### src/rtl/cc_rd_reg_init_if.sv
// -----------------------------------------------------------------------------
// cc_rd_reg_init_if
// Purpose : Bundles the outbound command stream (TX) and the inbound response
//           stream (RX) between the CC_RD_REG initiator and the channel link
//           FIFOs.
// Signals :
//   tx_tdata  [31:0]  outbound command word
//   tx_tvalid         outbound word valid
//   tx_tlast          final word of the command packet
//   tx_tready         TX FIFO accepts the word
//   rx_tdata  [31:0]  inbound response word
//   rx_tvalid         inbound word valid
//   rx_tlast          final word of the response frame
//   rx_tready         initiator consumes the inbound word
// Modports:
//   master  - the initiator (drives TX payload, drives RX ready)
//   slave   - the FIFO side (drives TX ready, drives RX payload)
// -----------------------------------------------------------------------------
interface cc_rd_reg_init_if;
  logic [31:0] tx_tdata;
  logic        tx_tvalid;
  logic        tx_tlast;
  logic        tx_tready;
  logic [31:0] rx_tdata;
  logic        rx_tvalid;
  logic        rx_tlast;
  logic        rx_tready;

  modport master (
    output tx_tdata,
    output tx_tvalid,
    output tx_tlast,
    input  tx_tready,
    input  rx_tdata,
    input  rx_tvalid,
    input  rx_tlast,
    output rx_tready
  );

  modport slave (
    input  tx_tdata,
    input  tx_tvalid,
    input  tx_tlast,
    output tx_tready,
    output rx_tdata,
    output rx_tvalid,
    output rx_tlast,
    input  rx_tready
  );
endinterface

### src/rtl/cc_rd_reg_init.sv
// -----------------------------------------------------------------------------
// cc_rd_reg_init
// Purpose : Initiator side of the CC_RD_REG channel command. A start pulse
//           sends the 3-word command packet {CSN, CC, register number}, then
//           the response frame {RSN, RC, data} is received and checked. The
//           register contents or an error status is returned to the local
//           controller.
// Ports   :
//   clk            in   local clock
//   rst_n          in   asynchronous active-low reset
//   i_start        in   one-cycle read request, ignored while busy
//   i_reg_num[3:0] in   register number, sampled when start is accepted
//   o_busy         out  high from accepted start through the done cycle
//   o_done         out  one-cycle completion pulse
//   o_status[1:0]  out  0=OK 1=error response 2=protocol error 3=timeout
//   o_rd_data[31:0]out  register contents, valid when done and status is 0
//   link           master modport of cc_rd_reg_init_if (TX and RX streams)
// -----------------------------------------------------------------------------
module cc_rd_reg_init #(
  parameter logic [31:0] CC_RD_REG      = 32'h0000_0002,
  parameter int          CSN_WIDTH      = 16,
  parameter int          TIMEOUT_CYCLES = 1024
) (
  input  logic                clk,
  input  logic                rst_n,
  input  logic                i_start,
  input  logic [3:0]          i_reg_num,
  output logic                o_busy,
  output logic                o_done,
  output logic [1:0]          o_status,
  output logic [31:0]         o_rd_data,
  cc_rd_reg_init_if.master    link
);

  localparam int TMO_W = $clog2(TIMEOUT_CYCLES + 1);
  localparam logic [TMO_W-1:0] TMO_LAST = TMO_W'(TIMEOUT_CYCLES - 1);
  localparam logic [31:0] CC_INV = ~CC_RD_REG;

  localparam logic [1:0] ST_OK       = 2'd0;
  localparam logic [1:0] ST_ERR_RESP = 2'd1;
  localparam logic [1:0] ST_PROTO    = 2'd2;
  localparam logic [1:0] ST_TIMEOUT  = 2'd3;

  typedef enum logic [3:0] {
    S_IDLE,
    S_SEND_CSN,
    S_SEND_CC,
    S_SEND_REG,
    S_WAIT_RSN,
    S_WAIT_RC,
    S_WAIT_DATA,
    S_FLUSH,
    S_DONE
  } state_t;

  state_t               r_state;
  state_t               w_state_next;
  logic [CSN_WIDTH-1:0] r_csn;
  logic [CSN_WIDTH-1:0] w_csn_next;
  logic [3:0]           r_reg_num;
  logic [3:0]           w_reg_num_next;
  logic [1:0]           r_status;
  logic [1:0]           w_status_next;
  logic [31:0]          r_rd_data;
  logic [31:0]          w_rd_data_next;
  logic [TMO_W-1:0]     r_tmo;
  logic [TMO_W-1:0]     w_tmo_next;

  logic [31:0]          w_csn_word;
  logic                 w_tx_valid;
  logic                 w_rx_wait;
  logic                 w_tx_fire;
  logic                 w_rx_fire;
  logic [31:0]          w_tx_data;

  // CSN travels zero-extended to a full bus word.
  assign w_csn_word = 32'(r_csn);

  assign w_tx_valid = (r_state == S_SEND_CSN) || (r_state == S_SEND_CC) ||
                      (r_state == S_SEND_REG);
  assign w_rx_wait  = (r_state == S_WAIT_RSN) || (r_state == S_WAIT_RC) ||
                      (r_state == S_WAIT_DATA) || (r_state == S_FLUSH);
  assign w_tx_fire  = w_tx_valid & link.tx_tready;
  assign w_rx_fire  = w_rx_wait & link.rx_tvalid;

  // TX payload is a pure function of state and latched fields, so it cannot
  // change while a word is stalled waiting for tx_tready.
  always_comb begin
    w_tx_data = '0;
    unique case (r_state)
      S_SEND_CSN: w_tx_data = w_csn_word;
      S_SEND_CC:  w_tx_data = CC_RD_REG;
      S_SEND_REG: w_tx_data = {28'b0, r_reg_num};
      default:    w_tx_data = '0;
    endcase
  end

  assign link.tx_tdata  = w_tx_data;
  assign link.tx_tvalid = w_tx_valid;
  assign link.tx_tlast  = (r_state == S_SEND_REG);
  assign link.rx_tready = w_rx_wait;

  assign o_busy    = (r_state != S_IDLE);
  assign o_done    = (r_state == S_DONE);
  assign o_status  = r_status;
  assign o_rd_data = r_rd_data;

  // Next-state and datapath updates.
  always_comb begin
    w_state_next   = r_state;
    w_csn_next     = r_csn;
    w_reg_num_next = r_reg_num;
    w_status_next  = r_status;
    w_rd_data_next = r_rd_data;
    w_tmo_next     = r_tmo;

    unique case (r_state)
      S_IDLE: begin
        if (i_start) begin
          w_reg_num_next = i_reg_num;
          w_status_next  = ST_OK;
          w_rd_data_next = '0;
          w_state_next   = S_SEND_CSN;
        end
      end

      S_SEND_CSN: begin
        if (w_tx_fire) w_state_next = S_SEND_CC;
      end

      S_SEND_CC: begin
        if (w_tx_fire) w_state_next = S_SEND_REG;
      end

      S_SEND_REG: begin
        if (w_tx_fire) begin
          w_tmo_next   = '0;
          w_state_next = S_WAIT_RSN;
        end
      end

      S_WAIT_RSN: begin
        if (w_rx_fire) begin
          // A wrong RSN, or a frame that ends on the RSN, is a protocol error.
          if ((link.rx_tdata != w_csn_word) || link.rx_tlast) begin
            w_status_next = ST_PROTO;
            w_state_next  = link.rx_tlast ? S_DONE : S_FLUSH;
          end else begin
            w_state_next  = S_WAIT_RC;
          end
        end
      end

      S_WAIT_RC: begin
        if (w_rx_fire) begin
          if ((link.rx_tdata == CC_RD_REG) && !link.rx_tlast) begin
            w_state_next  = S_WAIT_DATA;
          end else if ((link.rx_tdata == CC_INV) && link.rx_tlast) begin
            w_status_next = ST_ERR_RESP;
            w_state_next  = S_DONE;
          end else begin
            // Wrong RC, or a well-formed RC in a frame of the wrong length.
            w_status_next = ST_PROTO;
            w_state_next  = link.rx_tlast ? S_DONE : S_FLUSH;
          end
        end
      end

      S_WAIT_DATA: begin
        if (w_rx_fire) begin
          // Data is captured even when the frame is too long; status then
          // marks it as not valid.
          w_rd_data_next = link.rx_tdata;
          if (link.rx_tlast) begin
            w_state_next  = S_DONE;
          end else begin
            w_status_next = ST_PROTO;
            w_state_next  = S_FLUSH;
          end
        end
      end

      S_FLUSH: begin
        if (w_rx_fire && link.rx_tlast) w_state_next = S_DONE;
      end

      S_DONE: begin
        // Every completed command consumes a serial number, whatever status.
        w_csn_next   = r_csn + 1'b1;
        w_state_next = S_IDLE;
      end

      default: begin
        w_state_next = S_IDLE;
      end
    endcase

    // Inter-word watchdog on the response side. Any accepted word restarts
    // it; a silent link for TIMEOUT_CYCLES cycles ends the command.
    if (w_rx_fire) begin
      w_tmo_next = '0;
    end else if (w_rx_wait) begin
      if (r_tmo == TMO_LAST) begin
        w_status_next = ST_TIMEOUT;
        w_state_next  = S_DONE;
      end else begin
        w_tmo_next = r_tmo + 1'b1;
      end
    end
  end

  always_ff @(posedge clk or negedge rst_n) begin
    if (!rst_n) begin
      r_state   <= S_IDLE;
      r_csn     <= '0;
      r_reg_num <= '0;
      r_status  <= '0;
      r_rd_data <= '0;
      r_tmo     <= '0;
    end else begin
      r_state   <= w_state_next;
      r_csn     <= w_csn_next;
      r_reg_num <= w_reg_num_next;
      r_status  <= w_status_next;
      r_rd_data <= w_rd_data_next;
      r_tmo     <= w_tmo_next;
    end
  end

endmodule
### src/flat_wrapper.sv
// flat-port wrapper written by rule: the top's interface ports become plain ports
module cc_rd_reg_init_flat 
#(
  parameter logic [31:0] CC_RD_REG      = 32'h0000_0002,
  parameter int          CSN_WIDTH      = 16,
  parameter int          TIMEOUT_CYCLES = 1024
)
  (clk, rst_n, i_start, i_reg_num, o_busy, o_done, o_status, o_rd_data, link_tx_tdata, link_tx_tvalid, link_tx_tlast, link_tx_tready, link_rx_tdata, link_rx_tvalid, link_rx_tlast, link_rx_tready);
  cc_rd_reg_init_if link_i ();
  input  logic clk;
  input  logic rst_n;
  input  logic i_start;
  input  logic [3:0] i_reg_num;
  output logic o_busy;
  output logic o_done;
  output logic [1:0] o_status;
  output logic [31:0] o_rd_data;
  output wire logic [$bits(link_i.tx_tdata)-1:0] link_tx_tdata;
  output wire logic [$bits(link_i.tx_tvalid)-1:0] link_tx_tvalid;
  output wire logic [$bits(link_i.tx_tlast)-1:0] link_tx_tlast;
  input wire logic [$bits(link_i.tx_tready)-1:0] link_tx_tready;
  input wire logic [$bits(link_i.rx_tdata)-1:0] link_rx_tdata;
  input wire logic [$bits(link_i.rx_tvalid)-1:0] link_rx_tvalid;
  input wire logic [$bits(link_i.rx_tlast)-1:0] link_rx_tlast;
  output wire logic [$bits(link_i.rx_tready)-1:0] link_rx_tready;
  assign link_tx_tdata = link_i.tx_tdata;
  assign link_tx_tvalid = link_i.tx_tvalid;
  assign link_tx_tlast = link_i.tx_tlast;
  assign link_i.tx_tready = link_tx_tready;
  assign link_i.rx_tdata = link_rx_tdata;
  assign link_i.rx_tvalid = link_rx_tvalid;
  assign link_i.rx_tlast = link_rx_tlast;
  assign link_rx_tready = link_i.rx_tready;
  cc_rd_reg_init #(.CC_RD_REG(CC_RD_REG), .CSN_WIDTH(CSN_WIDTH), .TIMEOUT_CYCLES(TIMEOUT_CYCLES)) u_core (.clk(clk), .rst_n(rst_n), .i_start(i_start), .i_reg_num(i_reg_num), .o_busy(o_busy), .o_done(o_done), .o_status(o_status), .o_rd_data(o_rd_data), .link(link_i));
endmodule
### config.mk
export PLATFORM = sky130hd
export DESIGN_NAME = cc_rd_reg_init_flat
export DESIGN_NICKNAME = d
export VERILOG_FILES = /design/src/rtl/cc_rd_reg_init_if.sv /design/src/rtl/cc_rd_reg_init.sv /design/src/flat_wrapper.sv
export SDC_FILE = /design/constraint.sdc
export NUM_CORES = 1
export LEC_CHECK = 0
export ABC_AREA = 1
export CELL_PAD_IN_SITES_DETAIL_PLACEMENT = 0
export CELL_PAD_IN_SITES_GLOBAL_PLACEMENT = 1
export CORE_UTILIZATION = 35
export CTS_CLUSTER_DIAMETER = 50
export DETAILED_ROUTE_END_ITERATION = 12
export PLACE_DENSITY_LB_ADDON = 0.1
export REMOVE_ABC_BUFFERS = 1
export SYNTH_ARGS = -nofsm -noshare
export SYNTH_HDL_FRONTEND = slang
export SYNTH_SLANG_ARGS = --single-unit
### constraint.sdc
create_clock -name clk -period 1.95 [get_ports clk]
set_clock_uncertainty 0.15 [all_clocks]
set_input_delay 0.4875 -clock clk [delete_from_list [all_inputs] [get_ports clk]]
set_output_delay 0.4875 -clock clk [all_outputs]
set_load 0.02 [all_outputs]
Yosys cells after proc, flatten, opt, wreduce, memory -nomap -nowiden
Cells that the tools add are included.
{"block": "op_classes", "add_sub_neg": 2, "n_eq_ne": 14, "mux": 37, "bitwise": 2, "reduce_logical": 15}
{"operator": "$mux W32", "count": 2}
{"operator": "$pmux W32 S2", "count": 1}
{"operator": "$mux W4", "count": 15}
{"operator": "$mux W11", "count": 5}
{"operator": "$pmux W16 S3", "count": 1}
{"operator": "$eq A32 B2 Y1 const B", "count": 1}
{"operator": "$eq A32 B32 Y1 const B", "count": 1}
{"operator": "$ne A32 B16 Y1", "count": 1}
{"operator": "$pmux W4 S8", "count": 1}
{"operator": "$mux W2", "count": 11}
{"operator": "$add A16 B1 Y16 const B", "count": 1}
{"operator": "$eq A4 B3 Y1 const B", "count": 4}
{"operator": "$add A11 B1 Y11 const B", "count": 1}
{"operator": "$eq A11 B10 Y1 const B", "count": 1}
{"operator": "$eq A4 B2 Y1 const B", "count": 2}
{"operator": "$pmux W2 S4", "count": 1}
{"operator": "$logic_or A1 B1 Y1", "count": 6}
{"operator": "$eq A4 B1 Y1 const B", "count": 1}
{"operator": "$eq A4 B4 Y1 const B", "count": 1}
{"operator": "$logic_not A4 Y1", "count": 1}
{"operator": "$reduce_bool A4 Y1", "count": 1}
{"operator": "$logic_and A1 B1 Y1", "count": 3}
{"operator": "$reduce_and A3 Y1", "count": 1}
{"operator": "$and A1 B1 Y1", "count": 2}
{"operator": "5 further kinds", "count": 5}
{"block": "word_totals", "register_bits": 69, "in_bits": 42, "out_inout_bits": 71, "wordCells": 76}

Depth between registers and ports, before layout
Gate-level depths: netlist (run 1).
{"block": "logic_depth", "ltp_word": 11, "ltp_mapped": 13, "ltp_nobuf": 13}

Worst setup path before layout (run 1)
OpenSTA, ideal clock, no wires.
{"block": "synth_timing", "path_type": "reg-to-output", "startpoint": "reg u_core.r_state[3]", "endpoint": "out link_tx_tdata[1]", "arrival_time_ps": 1425, "required_ps": 1312, "setup_slack_ps": -113, "path_stages_with_launch": 5, "path_buffers": 0, "cell_sequence": "dfrtp_1 > inv_1 > nand2_2 > nor2_1 > a221o_1"}
{"block": "synth_between", "elab_chain_len": 2, "elab_cells_between_ends": 4, "cone_classes": "eq/ne (3); mux (1)"}
{"element": "start: declaration", "line_no": "cc_rd_reg_init.sv:56", "source": "state_t r_state;"}
{"element": "start signal: assignment", "line_no": "cc_rd_reg_init.sv:221", "source": "r_state <= w_state_next;"}
{"element": "$eq A4 B2 Y1"}
{"element": "via link_tx_tlast", "line_no": "flat_wrapper.sv:20", "source": "output wire logic [$bits(link_i.tx_tlast)-1:0] link_tx_tlast;"}
{"element": "$pmux W16 S3", "line_no": "cc_rd_reg_init.sv:90", "source": "unique case (r_state)"}
{"element": "end: declaration", "line_no": "flat_wrapper.sv:18", "source": "output wire logic [$bits(link_i.tx_tdata)-1:0] link_tx_tdata;"}
The timed path passes the listed nets, and every way through them passes these cells.

Final worst setup path (run 1)
{"block": "layout_timing", "startpoint": "reg u_core.r_state[0]", "endpoint": "out link_tx_tdata[1]"}
{"block": "layout_between", "elab_chain_len": 2, "elab_cells_between_ends": 4, "cone_classes": "eq/ne (3); mux (1)"}
{"element": "$eq A4 B2 Y1 / $eq A4 B1 Y1 (equally long branches)", "line_no": "cc_rd_reg_init.sv:90"}
{"element": "$pmux W16 S3 (*)", "line_no": "cc_rd_reg_init.sv:90"}
Every way passes the cells marked *; elsewhere a longest branch is shown, timed or not.

==> results.py, run 1 <==
metrics = {
    "synthesis": {
        "ys_seq_area_frac": 0.425,
        "ys_top_cells_by_area": "dfrtp_1, nand2_1, nand3_1",
        "ys_warn_count": 0,
        "syn_avg_cell_area_um2": 7.48,
        "syn_inst": 543,
        "yosysTopAreaCellShare": 0.425,
        "post-synth-top-area-cell": "dfrtp_1",
        "synth_area_mm2": 0.00406,
        "ys_seq_elements": 69,
        "yosys.cell_types.count": 38,
    },
    "power": {
        "irDropWorstVdd_mv": 0.711,
        "total_leakage_power_uw": 0.00387,
        "finalPower_uw": 6970,
        "p_per_area_mw_per_mm2": 1020,
    },
    "clock_network": {
        "root_buffer": "clkbuf_16",
        "cts_tree": "done",
        "cts_buffers": 9,
        "clk_pin_slew_ns": 0.06,
        "insertion_delay_ns": 0.33,
        "cts_sinks": 69,
        "clockBufferDepth": 2,
        "htree_levels": 3,
        "holdBufCountCts": 0,
    },
    "timing": {
        "slew_viol_final": 0,
        "holdWs_ns": 0.0105,
        "rsz0062_at_grt": "yes",
        "hold_viol": 0,
        "min_period_ns": 2.20,
        "timing.fmax_mhz": 455,
        "finalCritPeriodShare": 1.13,
        "fin_ws_ns": -0.247,
        "setup_viol": 24,
    },
    "route": {
        "first_iter_violations": 271,
        "vias": 4272,
        "vias_per_cell": 4.84,
        "drc": 0,
        "routed_wl_um": 13100,
        "first_pass_iters": 7,
        "avgRoutedWirePerCell_um": 14.9,
        "final_antenna_net_count": 0,
    },
    "placed_design": {
        "place_area_mm2": 0.00570,
        "gp_congestion": 0.834,
        "dp.cells": 838,
        "dp_hpwl_um": 8690,
        "io_buffers": 96,
    },
    "outcome": {
        "outcome": "complete, but fails checks",
        "violations": "setup timing",
    },
    "die": {
        "rows": 38,
        "initial_core_util": 0.367,
        "core_area_mm2": 0.0111,
        "dieWidth_um": 110,
        "fp.dieH_um": 110,
        "dieArea_mm2": 0.0120,
        "io_pins": 113,
    },
    "final_layout": {
        "nets": 781,
        "drive_gt1_frac": 0.313,
        "n_antenna_cell": 0,
        "syn_to_final_growth_pct": 68.4,
        "final_cells": 882,
        "final_util": 0.618,
        "final_design_area_no_fill_mm2": 0.00685,
    },
    "worst_hold_path": {
        "worst_hold_path_type": "in2async",
    },
    "critical_path": {
        "r2r-start": "u_core.r_state[1]$_DFF_PN0_",
        "rrSetupSlack_ns": -0.15,
        "setup.worst_path.end_class": "output port",
        "critical_path.max_fanout": 2,
        "worst-endpoint-required_ns": 1.31,
        "r2r_cells": 10,
        "timing.rr.end": "u_core.r_csn[12]$_DFFE_PN0P_",
        "arrival_ns": 1.56,
        "critPathKind": "reg2out",
        "startpoint_type": "flop",
    },
    "global_routing": {
        "antenna_found_initial": 0,
        "grt.total_usage": 0.207,
        "grt_pass1_vias": 3986,
        "gr-total-overflow": 0,
        "grt_first_pass_wirelength_um": 19200,
        "grt_max_degree": 70,
    },
    "run": {
        "maxCapViolCount": 0,
    },
}
-- final cells by class --
class	count	area (um^2)
fill	973	4230
multi-input combinational	400	2350
timing repair buffer	199	2080
sequential	69	1730
clock buffer	11	233
inverter	58	225
tap	140	175
clock inverter	5	61.3
-- Yosys cell counts --
cell type,count
o211ai_1,1
nor2b_1,1
nand2_2,4
and2_0,1
o21ai_0,12
conb_1,1
nor2_1,66
a221o_1,1
nand3_2,4
xnor2_1,3
nand3_1,83
nor4_1,2
buf_1,2
buf_2,4
nor3_1,6
nand3_4,1
o21bai_1,1
nor3b_1,2
dfrtp_1,69
nor2_4,4
nor3_4,1
xor2_1,23
nand2_1,132
or2_4,1
inv_1,54
o22ai_1,1
inv_2,3
a31oi_1,1
ha_1,2
clkbuf_2,1
a211oi_1,4
o31ai_1,2
buf_4,19
clkbuf_1,5
nand4_1,12
nor2_2,4
a21oi_1,9
clkinv_1,1
-- cell families after synthesis --
family | synth area share
buffers and inverters | 0.101
other | 0.000923
DFF | 0.425
AOI/OAI and AO/OA | 0.0462
and+or+nand+nor | 0.365
xor gates and xnor gates | 0.0560
adders and majority gates | 0.00616
-- how the worst max path moves through the flow --
stage / cells past startpoint / end / from / slack (ns)
floorplan: 7 / u_core.o_rd_data[0]$_DFFE_PN0P_ / u_core.r_state[3]$_DFF_PN0_ / -0.94
global placement: 7 / link_tx_tdata[13] / u_core.r_state[1]$_DFF_PN0_ / -0.36
detailed placement: 8 / link_tx_tdata[8] / u_core.r_state[0]$_DFF_PN0_ / -0.49
CTS: 7 / link_tx_tdata[1] / u_core.r_state[0]$_DFF_PN0_ / -0.23
global route: 8 / link_tx_tdata[7] / u_core.r_state[0]$_DFF_PN0_ / -0.29
finish: 7 / link_tx_tdata[1] / u_core.r_state[0]$_DFF_PN0_ / -0.25
-- flip-flops by register name, summed over array words and instances, names as in the netlist --
| register | cells |
|---|---|
| u_core.o_rd_data | 32 |
| u_core.o_status | 2 |
| u_core.r_csn | 16 |
| u_core.r_reg_num | 4 |
| u_core.r_state | 4 |
| u_core.r_tmo | 11 |
-- report_power, final --
| group | internal, uW | switching (uW) |
|---|---|---|
| Clock | 996 | 627 |
| Sequential | 1670 | 155 |
| Combinational | 1610 | 1900 |
| Total | 4280 | 2680 |
-- per-stage QoR --
stage          TNS [ns]  setup WS, ns
4_1_cts           -4.04        -0.226
3_3_place_gp      -7.87        -0.364
2_1_floorplan    -31.26        -0.941
6_report          -4.26        -0.247
5_1_grt           -7.62        -0.287
3_5_place_dp      -9.04        -0.495
-- per-layer routing --
| layer | part of all wire | wire (um) | track usage |
|---|---|---|---|
| met4 | 0.012 | 155 | 0.0505 |
| met5 | 0 | 0 | 0 |
| met2 | 0.48 | 6230 | 0.336 |
| met1 | 0.46 | 6020 | 0.289 |
| met3 | 0.053 | 700 | 0.0314 |
-- placed cells by master, fill, tap and decap left out, types with 2 or more instances in the layout --
| master | n |
|---|---|
| inv_1 | 46 |
| nand3_4 | 2 |
| nor2_2 | 13 |
| nand3_1 | 50 |
| buf_4 | 79 |
| nand4_1 | 12 |
| xnor2_1 | 3 |
| nand2_1 | 130 |
| a211oi_1 | 4 |
| buf_12 | 6 |
| dfrtp_1 | 69 |
| nand2_4 | 2 |
| dlygate4sd2_1 | 3 |
| buf_6 | 31 |
| clkbuf_1 | 2 |
| dlymetal6s2s_1 | 51 |
| o21ai_0 | 10 |
| a21oi_1 | 9 |
| inv_2 | 8 |
| conb_1 | 16 |
| inv_4 | 3 |
| nor2_4 | 19 |
| xor2_1 | 23 |
| nor3b_1 | 2 |
| nor2_1 | 42 |
| o31ai_1 | 2 |
| clkinv_4 | 3 |
| ha_1 | 2 |
| buf_8 | 2 |
| nand3_2 | 36 |
| nor3_1 | 5 |
| clkbuf_16 | 13 |
| buf_2 | 2 |
| nand2_2 | 3 |
| clkdlybuf4s50_1 | 20 |
-- critical path, stage by stage, from the launching register on --
cell and delay (ns):
dfrtp_1 0.40, inv_2 0.10, nor2_4 0.05, inv_2 0.07, nor2_4 0.05, buf_6 0.12
a221o_1 0.31, buf_6 0.14
-- repair_timing --
action                     4_1_cts  5_1_grt
gates resized for setup        157      133
setup buffers                   13       12
setup endpoints to repair       32      103
pin swaps                        9       53
gates cloned                     0        6
No activity file was read; power rests on OpenSTA's default activity.
==> inputs of run 2 (changes only) <==
--- a/config.mk
+++ b/config.mk
@@ -8,7 +8,7 @@
 export ABC_AREA = 1
 export CELL_PAD_IN_SITES_DETAIL_PLACEMENT = 0
 export CELL_PAD_IN_SITES_GLOBAL_PLACEMENT = 1
-export CORE_UTILIZATION = 35
+export CORE_UTILIZATION = 37
 export CTS_CLUSTER_DIAMETER = 50
 export DETAILED_ROUTE_END_ITERATION = 12
 export PLACE_DENSITY_LB_ADDON = 0.1
==> constraint.sdc (replaced) <==
create_clock -name clk -period 2.8 [get_ports clk]
set_clock_uncertainty 0.15 [all_clocks]
set_input_delay 0.7 -clock clk [delete_from_list [all_inputs] [get_ports clk]]
set_output_delay 0.7 -clock clk [all_outputs]
set_load 0.02 [all_outputs]
==> run 2 against run 1 <==
  * The flow now finishes without violations
  * Non-clock buffer count decreased by 90
  * Flip-flop and latch count is the same
  * Global-route usage shrank 0.65 points
  * Sequential share of layout area up 7.2 points
  * Critical path depth down 2
  * Critical endpoint is now link_tx_tlast
==> results.py, run 2 (synthesis results as in run 1) <==
metrics = {
    "route": {
        "avgRoutedWirePerCell_um": 14.1,
        "vias": 3848,
        "routed.top_layer": "met4",
        "wl_met2_um": 5100,
        "first_iter_violations": 192,
        "routed_wl_um": 11100,
        "vias_per_cell": 4.88,
        "drc": 0,
        "met3_length_um": 576,
        "final_antenna_net_count": 0,
        "met1Wirelength_um": 5270,
        "first_pass_iters": 4,
    },
    "critical_path": {
        "worst-endpoint-required_ns": 1.95,
        "setup.worst_path.end_class": "output port",
        "critPathTopFamily": "buffers and inverters",
        "critical_path.max_fanout": 7,
        "startpoint_type": "flop",
        "cp_slowest_cell": "clkdlybuf4s50_1",
        "crit_buf_inv": 3,
        "arrival_ns": 1.83,
        "critical-path-max-stage-delay_ns": 0.61,
        "critPathKind": "reg2out",
        "path_cells": "inv_2 -> nand2_2 -> nor2_1 -> buf_4 -> clkdlybuf4s50_1",
    },
    "timing": {
        "timing.fmax_mhz": 373,
        "rsz0062_at_grt": "no",
        "min_period_ns": 2.68,
        "setup_viol": 0,
        "slew_viol_final": 0,
        "finalCritPeriodShare": 0.958,
        "hold_viol": 0,
        "fin_ws_ns": 0.118,
    },
    "global_routing": {
        "grt.total_usage": 0.201,
        "grt_pass1_vias": 3603,
        "grt_max_degree": 70,
        "grt_first_pass_wirelength_um": 18000,
        "antenna_found_initial": 0,
        "gr-total-overflow": 0,
    },
    "final_layout": {
        "fill_cells": 1076,
        "multi_input_area_mm2": 0.00198,
        "drive_gt1_frac": 0.0859,
        "ff_latch_area_mm2": 0.00173,
        "n_antenna_cell": 0,
        "syn_to_final_growth_pct": 31.0,
        "layout_common_cells": "nand2_1, nand3_1, clkdlybuf4s50_1",
        "largest_reg_flops": 32,
        "final_util": 0.507,
        "mostFrequentLayoutCell": "nand2_1",
        "nets": 691,
        "final_cells": 788,
    },
    "clock_network": {
        "cts_buffers": 9,
        "root_buffer": "clkbuf_8",
        "htree_levels": 3,
        "cts_sinks": 69,
        "cts_tree": "done",
        "clockBufferDepth": 2,
        "insertion_delay_ns": 0.35,
        "holdBufCountCts": 0,
        "clk_pin_slew_ns": 0.08,
    },
    "power": {
        "total_leakage_power_uw": 0.00258,
        "irDropWorstVdd_mv": 0.443,
        "p_per_area_mw_per_mm2": 689,
    },
    "die": {
        "initial_core_util": 0.387,
        "fp.dieH_um": 107,
        "dieWidth_um": 107,
        "core_area_mm2": 0.0105,
        "io_pins": 113,
        "dieArea_mm2": 0.0114,
        "rows": 37,
    },
    "worst_hold_path": {
        "worst_hold_path_type": "in2async",
    },
    "outcome": {
        "outcome": "finished, final reports clean",
    },
    "run": {
        "maxCapViolCount": 0,
    },
    "placed_design": {
        "io_buffers": 96,
        "dpl_worst_slack_ns": 0.176,
        "dp.cells": 772,
        "gp_congestion": 0.851,
        "dp_hpwl_um": 7950,
    },
}
-- run 2: final cells by class --
type / instances / area share
Inverter: 58 / 0.0409
Clock buffer: 12 / 0.0273
Tap cell: 136 / 0.0320
Timing Repair Buffer: 109 / 0.195
Clock inverter: 4 / 0.00893
Multi-Input combinational cell: 400 / 0.372
Sequential cell: 69 / 0.324
-- run 2: worst paths after layout --
| check | from | endpoint | slack (ns) | depth (start not counted) |
|---|---|---|---|---|
| setup / recovery | u_core.r_state[2]$_DFF_PN0_ | link_tx_tlast | 0.12 | 5 |
| hold / removal | rst_n | u_core.r_csn[10]$_DFFE_PN0P_ | 0.21 | 2 |
| hold reg to reg | u_core.r_reg_num[3]$_DFFE_PN0P_ | u_core.r_reg_num[3]$_DFFE_PN0P_ | 0.33 | 2 |
| max in group asynchronous | rst_n | u_core.r_state[0]$_DFF_PN0_ | 1.97 | 2 |
| min in group clk | u_core.r_reg_num[3]$_DFFE_PN0P_ | u_core.r_reg_num[3]$_DFFE_PN0P_ | 0.33 | 2 |
| setup reg to reg | u_core.r_state[1]$_DFF_PN0_ | u_core.o_rd_data[23]$_DFFE_PN0P_ | 0.70 | 11 |
-- run 2: stage by stage --
| step | hold WS (ns) | setup TNS [ns] | total power, uW | area [um^2] |
|---|---|---|---|---|
| 6_report | 0.215 | 0 | 3670 | 5330 |
| 5_1_grt | 0.243 | 0 | 3900 | 5330 |
| 3_5_place_dp | 0.314 | 0 | 2880 | 5160 |
| 3_3_place_gp | 0.308 | 0 | 2860 | 5160 |
| 4_1_cts | 0.233 | 0 | 3700 | 5340 |
| 2_1_floorplan | 0.254 | -2.92 | 2160 | 3930 |
-- run 2: routing by layer --
metal,up-vias,track usage
met5,-,0
li1,1921,-
met3,12,0.0280
met2,120,0.312
met4,0,0.0616
met1,1795,0.288
-- run 2: what timing repair did --
action	CTS	global route
setup buffers	0	0
gates cloned	0	0
hold endpoints to repair	0	0
setup endpoints to repair	16	14
pin swaps	0	0
gates resized for setup	16	20
-- run 2: worst reg2reg max path, delay by kind of cell (launching register included) --
kind | cells | cell delay (ns)
buffers and inverters | 5 | 0.75
and+or+nand+nor | 6 | 0.77
DFF | 1 | 0.39
-- run 2: report_power, final --
part           switching (uW)  internal (uW)  total (uW)
Combinational             982            577        1560
Sequential                118           1160        1280
Clock                     394            434         828
Total                    1490           2180        3670
